<file path="config.mk">
export PLATFORM = sky130hd
export DESIGN_NAME = fp_unpack_stage
export DESIGN_NICKNAME = d
export VERILOG_FILES = /design/src/rtl/fp_pkg.sv /design/src/rtl/fp_classify.sv /design/src/rtl/fp_unpack_stage.sv
export SDC_FILE = /design/constraint.sdc
export NUM_CORES = 1
export LEC_CHECK = 0
export BUFFER_PORTS_ARGS = -buffer_cell sky130_fd_sc_hd__buf_2
export CORE_MARGIN = 3
export CORE_UTILIZATION = 55
export DETAILED_ROUTE_END_ITERATION = 8
export PLACE_DENSITY = 0.9
export SKIP_CTS_REPAIR_TIMING = 1
export SLEW_MARGIN = 20
export SYNTH_ARGS = -nofsm -noshare
export SYNTH_HDL_FRONTEND = slang
export SYNTH_SLANG_ARGS = --single-unit
</file>
<file path="constraint.sdc">
create_clock -name clk -period 1.8 [get_ports clk]
set_input_delay 0.45 -clock clk [delete_from_list [all_inputs] [get_ports clk]]
set_output_delay 0.45 -clock clk [all_outputs]
set_load 0.005 [all_outputs]
</file>
<file path="src/rtl/fp_pkg.sv">
// Shared definitions for the floating-point multiplier front end:
// class codes, unpacked operand record and the skid-buffer state encoding.
package fp_pkg;

  localparam int FP_EXP_W = 8;
  localparam int FP_MAN_W = 23;

  localparam logic [2:0] FP_ZERO   = 3'd0;
  localparam logic [2:0] FP_NORM   = 3'd1;
  localparam logic [2:0] FP_DENORM = 3'd2;
  localparam logic [2:0] FP_INF    = 3'd3;
  localparam logic [2:0] FP_NAN    = 3'd4;

  typedef struct packed {
    logic                sign;
    logic [FP_EXP_W-1:0] exp;
    logic [FP_MAN_W:0]   man;
    logic [2:0]          cls;
  } fp_unpacked_t;

  typedef enum logic [1:0] {
    ST_EMPTY = 2'd0,
    ST_ONE   = 2'd1,
    ST_FULL  = 2'd2
  } buf_state_e;

endpackage

</file>
<file path="src/rtl/fp_classify.sv">
// Combinational field split of one packed operand: sign, biased exponent,
// mantissa with hidden bit, and class code.
module fp_classify
  import fp_pkg::*;
#(
  parameter int EXP_W = 8,
  parameter int MAN_W = 23
) (
  input  logic [EXP_W+MAN_W:0] op,
  output logic                 sgn,
  output logic [EXP_W-1:0]     expo,
  output logic [MAN_W:0]       man,
  output logic [2:0]           cls
);

  logic [MAN_W-1:0] frac;
  logic             exp_zero;
  logic             exp_ones;
  logic             frac_zero;

  assign sgn       = op[EXP_W+MAN_W];
  assign expo      = op[MAN_W +: EXP_W];
  assign frac      = op[MAN_W-1:0];
  assign exp_zero  = (expo == '0);
  assign exp_ones  = &expo;
  assign frac_zero = (frac == '0);
  assign man       = {!exp_zero, frac};

  always_comb begin
    cls = FP_NORM;
    if (exp_zero) begin
      cls = frac_zero ? FP_ZERO : FP_DENORM;
    end else if (exp_ones) begin
      cls = frac_zero ? FP_INF : FP_NAN;
    end
  end

endmodule

</file>
<file path="src/rtl/fp_unpack_stage.sv">
// Operand-unpack stage: optional sign-ordering swap, per-operand classification,
// and a two-entry skid buffer whose in_ready comes straight from state flops.
module fp_unpack_stage
  import fp_pkg::*;
#(
  parameter int EXP_W = 8,
  parameter int MAN_W = 23
) (
  input  logic                 clk,
  input  logic                 rst,
  input  logic                 in_valid,
  output logic                 in_ready,
  input  logic [EXP_W+MAN_W:0] x,
  input  logic [EXP_W+MAN_W:0] y,
  input  logic                 swap_en,
  output logic                 out_valid,
  input  logic                 out_ready,
  output logic                 out_xs,
  output logic                 out_ys,
  output logic [EXP_W-1:0]     out_xe,
  output logic [EXP_W-1:0]     out_ye,
  output logic [MAN_W:0]       out_xm,
  output logic [MAN_W:0]       out_ym,
  output logic [2:0]           out_xcls,
  output logic [2:0]           out_ycls,
  output logic                 out_swapped
);

  localparam int W  = 1 + EXP_W + MAN_W;
  localparam int FW = EXP_W + MAN_W + 5;
  localparam int PW = 2 * FW + 1;

  logic             swap;
  logic [W-1:0]     op_sel [2];
  logic             sgn_c  [2];
  logic [EXP_W-1:0] exp_c  [2];
  logic [MAN_W:0]   man_c  [2];
  logic [2:0]       cls_c  [2];
  logic [PW-1:0]    pair_in;

  // Exchange only when it moves a negative x behind a positive y.
  assign swap      = swap_en && x[W-1] && !y[W-1];
  assign op_sel[0] = swap ? y : x;
  assign op_sel[1] = swap ? x : y;

  genvar gi;
  generate
    for (gi = 0; gi < 2; gi++) begin : g_cls
      fp_classify #(.EXP_W(EXP_W), .MAN_W(MAN_W)) u_cls (
        .op   (op_sel[gi]),
        .sgn  (sgn_c[gi]),
        .expo (exp_c[gi]),
        .man  (man_c[gi]),
        .cls  (cls_c[gi])
      );
    end
  endgenerate

  assign pair_in = {sgn_c[0], exp_c[0], man_c[0], cls_c[0],
                    sgn_c[1], exp_c[1], man_c[1], cls_c[1], swap};

  buf_state_e    state_reg, state_next;
  logic [PW-1:0] main_reg;
  logic [PW-1:0] skid_reg;
  logic          accept;
  logic          pop;
  logic          load_main;
  logic          load_skid;
  logic          main_from_skid;

  assign out_valid = (state_reg != ST_EMPTY);
  assign in_ready  = (state_reg != ST_FULL);
  assign accept    = in_valid && in_ready;
  assign pop       = out_valid && out_ready;

  always_comb begin
    state_next     = state_reg;
    load_main      = 1'b0;
    load_skid      = 1'b0;
    main_from_skid = 1'b0;
    case (state_reg)
      ST_EMPTY: begin
        if (accept) begin
          load_main  = 1'b1;
          state_next = ST_ONE;
        end
      end
      ST_ONE: begin
        if (accept && pop) begin
          load_main = 1'b1;
        end else if (accept) begin
          load_skid  = 1'b1;
          state_next = ST_FULL;
        end else if (pop) begin
          state_next = ST_EMPTY;
        end
      end
      ST_FULL: begin
        if (pop) begin
          main_from_skid = 1'b1;
          state_next     = ST_ONE;
        end
      end
      default: state_next = ST_EMPTY;
    endcase
  end

  always_ff @(posedge clk or negedge rst) begin
    if (!rst) begin
      state_reg <= ST_EMPTY;
      main_reg  <= '0;
      skid_reg  <= '0;
    end else begin
      state_reg <= state_next;
      if (load_main) begin
        main_reg <= pair_in;
      end else if (main_from_skid) begin
        main_reg <= skid_reg;
      end
      if (load_skid) begin
        skid_reg <= pair_in;
      end
    end
  end

  assign {out_xs, out_xe, out_xm, out_xcls,
          out_ys, out_ye, out_ym, out_ycls, out_swapped} = main_reg;

endmodule

</file>
# ---- Word level (Yosys, flattened, before mapping)
# Index checks and enable logic that the tools add are counted.
dict set report classes {
  eq_ne 7
  mux 25
  reduce_logical 18
}
# cell count
set ops {}
lappend ops {{$mux W73} 2}
lappend ops {{$mux W32} 2}
lappend ops {{$logic_not A23 Y1} 2}
lappend ops {{$mux W3} 6}
lappend ops {{$logic_not A8 Y1} 2}
lappend ops {{$reduce_and A8 Y1} 2}
lappend ops {{$mux W2} 7}
lappend ops {{$ne A2 B2 Y1 const B} 4}
lappend ops {{$mux W1} 6}
lappend ops {{$pmux W2 S3} 1}
lappend ops {{$logic_and A1 B1 Y1} 5}
lappend ops {{$reduce_and A4 Y1} 1}
lappend ops {{$reduce_bool A2 Y1} 2}
lappend ops {{$logic_not A1 Y1} 3}
lappend ops {{$ne A3 B3 Y1 const B} 1}
lappend ops {{$eq A2 B1 Y1 const B} 1}
lappend ops {{$eq A2 B2 Y1 const B} 1}
lappend ops {{$logic_not A2 Y1} 1}
lappend ops {{$pmux W1 S2} 1}
dict set report word_totals {
  regBits 148
  input_bits 69
  out_inout_bits 75
}

# ---- Longest topological paths before layout
# Gate-level depths: netlist (run 1).
dict set report depth {
  depth_word 8
  ltp_mapped 7
  depth_no_buf 5
}

# ---- Cells and area by module
# A second synthesis (run 1) with hierarchy kept.
dict set report hier_totals {
  hier_cells 772
  hier_area_um2 8997.4
}
# mod instances cells_each area_each_um2 seq_area_each_um2
set by_module_without_submodules {}
lappend by_module_without_submodules {fp_unpack_stage 1 670 8284.2 3703.6}
lappend by_module_without_submodules {fp_classify 2 51 356.6 0.0}

# ---- Worst setup path before layout (run 1)
# No wires, ideal clock.
dict set report synth_timing {
  kind {input port to flip-flop}
  from {input swap_en}
  to {register main_reg[38]}
  arrival_time_ns 1.512
  path_slack_ns 0.164
  stages 6
  path_buffers 2
  cell_sequence {and3b_1 clkbuf_1 buf_2 nor3_1 o2111ai_1 nor3b_1}
}
dict set report synth_between {
  elab_chain_cells 8
  word_cells_on_any_way 11
}
# element line
set synth_rtl {}
lappend synth_rtl {{start: declaration} fp_unpack_stage.sv:15} ;# input logic swap_en,
lappend synth_rtl {{$logic_and A1 B1 Y1 * (2 in series)} fp_unpack_stage.sv:42} ;# assign swap = swap_en && x[W-1] && !y[W-1];
lappend synth_rtl {{$mux W32 *} fp_unpack_stage.sv:43} ;# assign op_sel[0] = swap ? y : x;
lappend synth_rtl {{$logic_not A23 Y1} fp_classify.sv:26} ;# assign frac_zero = (frac == '0);
lappend synth_rtl {{$mux W3} fp_classify.sv:34} ;# cls = frac_zero ? FP_INF : FP_NAN;
lappend synth_rtl {{$mux W3} fp_classify.sv:33} ;# end else if (exp_ones) begin
lappend synth_rtl {{$mux W3 *} fp_classify.sv:31} ;# if (exp_zero) begin
lappend synth_rtl {{$mux W73 *} fp_unpack_stage.sv:115} ;# if (load_main) begin
lappend synth_rtl {{end signal: assignment} fp_unpack_stage.sv:116} ;# main_reg <= pair_in;
lappend synth_rtl {{end signal: assignment} fp_unpack_stage.sv:118} ;# main_reg <= skid_reg;
lappend synth_rtl {{end: declaration} fp_unpack_stage.sv:63} ;# logic [PW-1:0] main_reg;
# Every way passes the cells marked *; elsewhere a longest branch is shown, timed or not.
# A chain may end at the register's enable or synchronous reset.

# ---- Worst setup path in the final report (run 1)
dict set report layout_timing {
  from {register state_reg[0]}
  to {output out_valid}
}
dict set report layout_between {
  elab_chain_cells 1
}
# element line
set layout_rtl {}
lappend layout_rtl {{start: declaration} fp_unpack_stage.sv:62} ;# buf_state_e state_reg, state_next;
lappend layout_rtl {{start signal: assignment} fp_unpack_stage.sv:114} ;# state_reg <= state_next;
lappend layout_rtl {{$reduce_bool A2 Y1} fp_unpack_stage.sv:71} ;# assign out_valid = (state_reg != ST_EMPTY);
lappend layout_rtl {{end: declaration} fp_unpack_stage.sv:16} ;# output logic out_valid,
# Every way passes these cells.

==> results.cfg, run 1 <==
[outcome]
status = completed

[timing]
setup_ws_ns = 0.0492
period_needed_ns = 1.75
drv_slew = 0
rsz0062_at_grt = no
relSlewSlack = 0.647
finalCritPeriodShare = 0.973
setup_viol = 0
hold_viol = 0
tightestPinTransition_ns = 0.524
skew_ns = 0.00397
max_freq_mhz = 571

[cts]
ctsHtreeMaxLevel = 4
clk_pin_slew_ns = 0.06
clk_path_buf_depth = 2
insertion_delay_ns = 0.42
numClockSinks = 148
cts_tree = built
cts_buffers = 17
cts_root_buf = clkbuf_16

[final_layout]
areaGrowthSynthToFinish_pct = 28.1
final_nets = 1005
regArea_sq_um = 3700
n_fill_cell = 883
drive_above_1_share = 0.259
postLayoutCoreUtil = 0.732
multi_input_area_sq_um = 3030
diodes = 0

[routing]
top_layer_used = met4
vias = 6239
ant_nets = 0
firstDrtPassIters = 6
drtIter0Drc = 549
met3WireLength_mm = 1.50
wl_met1_mm = 7.88
via_per_inst = 5.59
remaining_drc_errors = 0
drt_wl_total_mm = 18.2
wire_per_inst_microns = 16.3
met2RoutedLength_mm = 8.50

[floorplan]
fp-row-count = 40
die_x_microns = 118
io_pins = 144
dieArea_sq_um = 14000
die_height_microns = 118
initial_utilization = 0.572
core_area_sq_um = 12200

[synthesis]
ys_top_cells_by_area = dfrtp_1 (53%), mux2i_1 (9.2%), o21ai_0 (9.0%), nand2_1 (7.8%), a21oi_1 (4.9%)
netlist_area_sq_um = 6950
syn_area_per_cell_sq_um = 9.11
ys.flop_type = dfrtp_1
synth_enable_flop_cells = 0
yosysWarningCount = 0
synth_cell_types = 38
ys_seq_area_frac = 0.533
synthCells = 763
netlist.top_cell.by_area = dfrtp_1
yosys.area.top_type_share = 0.533
ys_ff_latch = 148
async_reset_ff_frac = 1.00
syn_nets = 832

[setup_path]
reg2reg_depth = 6
path_class = reg -> out
critPathMaxFanout = 8
start_kind = flip-flop
endpoint_kind = output port
worstPathRequired_ns = 1.35
cp.arrival_ns = 1.30

[global_routing]
grt_pass1_wl_mm = 29.7
grt_max_degree = 51
antenna_found_initial = 0
grt_overflow_total = 0
grt_pass1_vias = 6020
groute.usage.overall = 0.265

[pwr]
leakage_nw = 4.38
ir_drop_v = 0.000715
powerDensity_nw_per_um2 = 1300

[placed_design]
dp_slack_ns = -0.227
hpwlAfterDp_mm = 13.3
globalplace.congestion = 0.907
port_buffers = 143

[job]
cap_violations = 0

[worst_hold_path]
hold_path.class = in -> reg
hold-path-cell-count = 2
## cell usage after synthesis (2+ instances only)
cell / count
nand2b_1: 3
nand4_1: 2
nand2_1: 145
dfrtp_1: 148
clkbuf_1: 18
a21o_1: 2
and4_1: 4
a21oi_1: 68
a22oi_1: 3
o22ai_1: 3
o21ai_1: 16
buf_4: 3
nor4_1: 15
nor3_1: 7
o211ai_1: 2
a31oi_1: 2
buf_2: 32
nor2_1: 75
nand3_1: 6
mux2i_1: 64
a22o_1: 2
o21ai_0: 125
o22a_1: 3
## cells by family after synthesis
kind of cell	synth area share
and+or+nand+nor	0.160
AOI/OAI and AO/OA	0.177
DFF	0.533
muxes	0.0941
buffers and inverters	0.0360
## per-stage QoR
step	instance area [sq um]	TNS [ns]	power (mW)	hold WS (ns)	instances
6_report	8900	0	11.5	0.304	1117
5_1_grt	8900	0	12.2	0.332	1117
4_1_cts	8880	-0.0249	11.6	-0.0640	1115
2_1_floorplan	6950	0	6.57	0.154	763
3_5_place_dp	8300	-1.87	8.11	0.384	1083
3_3_place_gp	8300	-2.36	7.90	0.382	1083
## layout make-up
| class | instances | area share |
|---|---|---|
| Sequential cell | 148 | 0.416 |
| Multi-Input combinational cell | 562 | 0.340 |
| Timing Repair Buffer | 207 | 0.155 |
| Clock buffer | 21 | 0.0528 |
| Tap cell | 168 | 0.0236 |
| Clock inverter | 11 | 0.0121 |
## power breakdown
part | leakage (nW) | total, mW | internal, mW | switching, mW
Combinational | 2.24 | 2.97 | 1.35 | 1.62
Sequential | 1.86 | 5.11 | 4.47 | 0.638
Clock | 0.292 | 3.45 | 2.13 | 1.33
Total | 4.38 | 11.5 | 7.95 | 3.59
## cell usage in the layout, fill, tap and decap left out, types with 6 or more instances in the layout
master,n
a21oi_1,67
buf_12,14
mux2i_1,64
nor4_1,15
nor2_1,75
o21ai_0,125
nand2_1,143
dfrtp_1,147
buf_4,49
nand3_1,6
buf_2,142
clkinv_2,8
clkbuf_16,17
nor3_1,7
o21ai_1,16
## routing by layer
metal	GRT usage	up-vias
li1	-	3016
met1	0.362	2930
met2	0.414	264
met3	0.0675	29
met4	0.0956	0
met5	0	-
## worst max-delay path: stages, from the launching register on
cell,delay [ns]
dfrtp_2,0.45
or2_2,0.31
buf_2,0.13
## final timing paths
path	start	to	slack [ns]
worst max-delay path	state_reg[0]	out_valid	0.05
worst min-delay path	out_ready	state_reg[1]	0.30
worst max register to register	state_reg[1]	main_reg[58]	0.11
worst min register to register	main_reg[18]	main_reg[18]	0.48
max in group asynchronous	rst	state_reg[0]	0.62
min in group asynchronous	rst	main_reg[24]	0.51
Power figures use the tool's default switching activity.
==> run 2: changes to the inputs <==
--- a/config.mk
+++ b/config.mk
@@ -10,6 +10,7 @@
 export CORE_UTILIZATION = 55
 export DETAILED_ROUTE_END_ITERATION = 8
 export PLACE_DENSITY = 0.9
+export REMOVE_ABC_BUFFERS = 1
 export SKIP_CTS_REPAIR_TIMING = 1
 export SLEW_MARGIN = 20
 export SYNTH_ARGS = -nofsm -noshare
==> run 2 against run 1 <==
Clock power up 17%. Critical path type unchanged. First-iteration DRC count down 26%. Via count down 1.5%. Sequential power about the same. Largest power group unchanged. Total power up 4.0%. Design area about the same. Sequential share of layout area about the same.
==> results.cfg, run 2 (synthesis results as in run 1) <==
[setup_path]
start_kind = flip-flop
path_class = reg -> out
worstPathRequired_ns = 1.35
r2r-start = state_reg[1]
endpoint_kind = output port
critPathMaxFanout = 9
reg2reg_depth = 4
cp.arrival_ns = 1.31
rr_endpoint = main_reg[48]
regToRegSetupSlack_ns = 0.10

[floorplan]
initial_utilization = 0.572
io_pins = 144
core_area_sq_um = 12200
die_x_microns = 118
die_height_microns = 118
dieArea_sq_um = 14000
fp-row-count = 40

[cts]
numClockSinks = 148
clk_path_buf_depth = 2
cts_tree = built
cts_root_buf = clkbuf_16
cts_buffers = 17
insertion_delay_ns = 0.42
ctsHtreeMaxLevel = 4
clk_pin_slew_ns = 0.06

[timing]
relSlewSlack = 0.618
skew_ns = 0.00503
tightestPinTransition_ns = 0.567
setup_viol = 0
drv_slew = 0
rsz0062_at_grt = yes
hold_viol = 0
period_needed_ns = 1.76
max_freq_mhz = 568
finalCritPeriodShare = 0.977

[final_layout]
multi_input_area_sq_um = 3030
final_nets = 1002
areaGrowthSynthToFinish_pct = 28.0
final_common_cell = dfrtp_1
regArea_sq_um = 3700
final_cells = 1113
drive_above_1_share = 0.254
layout_common_cells = dfrtp_1 (147), nand2_1 (143), buf_2 (142)
n_fill_cell = 874
diodes = 0
stdcell_area_sq_um = 8900

[routing]
firstDrtPassIters = 5
vias = 6148
via_per_inst = 5.52
drtIter0Drc = 405
drt_wl_total_mm = 17.4
wire_per_inst_microns = 15.7
remaining_drc_errors = 0
ant_nets = 0

[worst_hold_path]
min_from = out_ready
hold-path-cell-count = 2
min_to = state_reg[1]
hold_path.class = in -> reg

[outcome]
status = completed

[placed_design]
hpwlAfterDp_mm = 12.2
dpl-instance-area_sq_um = 8200
post-place-cells = 1080
port_buffers = 143
globalplace.congestion = 0.812

[global_routing]
grt_pass1_vias = 5841
grt_max_degree = 70
antenna_found_initial = 0
groute.usage.overall = 0.258
grt_overflow_total = 0
grt_pass1_wl_mm = 29.1

[job]
cap_violations = 0

[pwr]
leakage_nw = 4.38
powerDensity_nw_per_um2 = 1350
ir_drop_v = 0.000864
[run 2: cell count changes in the layout (fill, tap and decap cells not counted), moves of 2 or more]
cell       previous run  this run
buf_12               14         8
buf_4                49        51
bufinv_16             2         6
clkinv_2              8         2
[run 2: worst max-delay path by stage]
stage                            start      endpoint  cells after the start  slack (ns)
after floorplan           state_reg[1]  main_reg[39]                      5       -2.14
after global placement           x[27]   skid_reg[1]                      6       -0.15
after detailed placement         x[27]   skid_reg[1]                      6       -0.17
after CTS                 state_reg[0]     out_valid                      2       -0.03
after global routing      state_reg[1]  main_reg[60]                      5      -0.009
final                     state_reg[0]     out_valid                      2        0.04
[run 2: power by group]
| group | leakage, nW | internal, mW | switching [mW] |
|---|---|---|---|
| Combinational | 2.19 | 1.29 | 1.57 |
| Clock | 0.330 | 2.70 | 1.34 |
| Sequential | 1.86 | 4.47 | 0.623 |
| Total | 4.38 | 8.46 | 3.54 |
[run 2: cell type report]
class	instances	area share
clock inverter	9	0.0224
multi-input combinational	562	0.340
timing repair buffer	204	0.145
tap	168	0.0236
clock buffer	22	0.0533
sequential	148	0.416
[run 2: per-stage QoR]
stage / utilization / power (mW) / setup WS [ns] / setup TNS [ns] / hold WS (ns)
floorplan: - / 6.52 / -2.14 / -217.95 / 0.154
global placement: 0.675 / 7.78 / -0.145 / -1.28 / 0.337
detailed placement: 0.675 / 7.97 / -0.175 / -1.92 / 0.336
CTS: 0.730 / 12.0 / -0.0311 / -0.0311 / -0.114
global route: 0.732 / 12.7 / -0.00897 / -0.00993 / 0.289
finish: 0.732 / 12.0 / 0.0407 / 0 / 0.299
[run 2: per-layer routing]
layer / wire, microns / track usage / up-vias
met5: 0 / 0 / -
met4: 297 / 0.0985 / 0
met3: 989 / 0.0584 / 29
met2: 8540 / 0.408 / 211
met1: 7620 / 0.349 / 2924
li1: - / - / 2984
[run 2: worst max-delay path, stage by stage (launching register included)]
cell and delay [ns]:
dfrtp_2 0.46, or2_2 0.31, buf_2 0.13
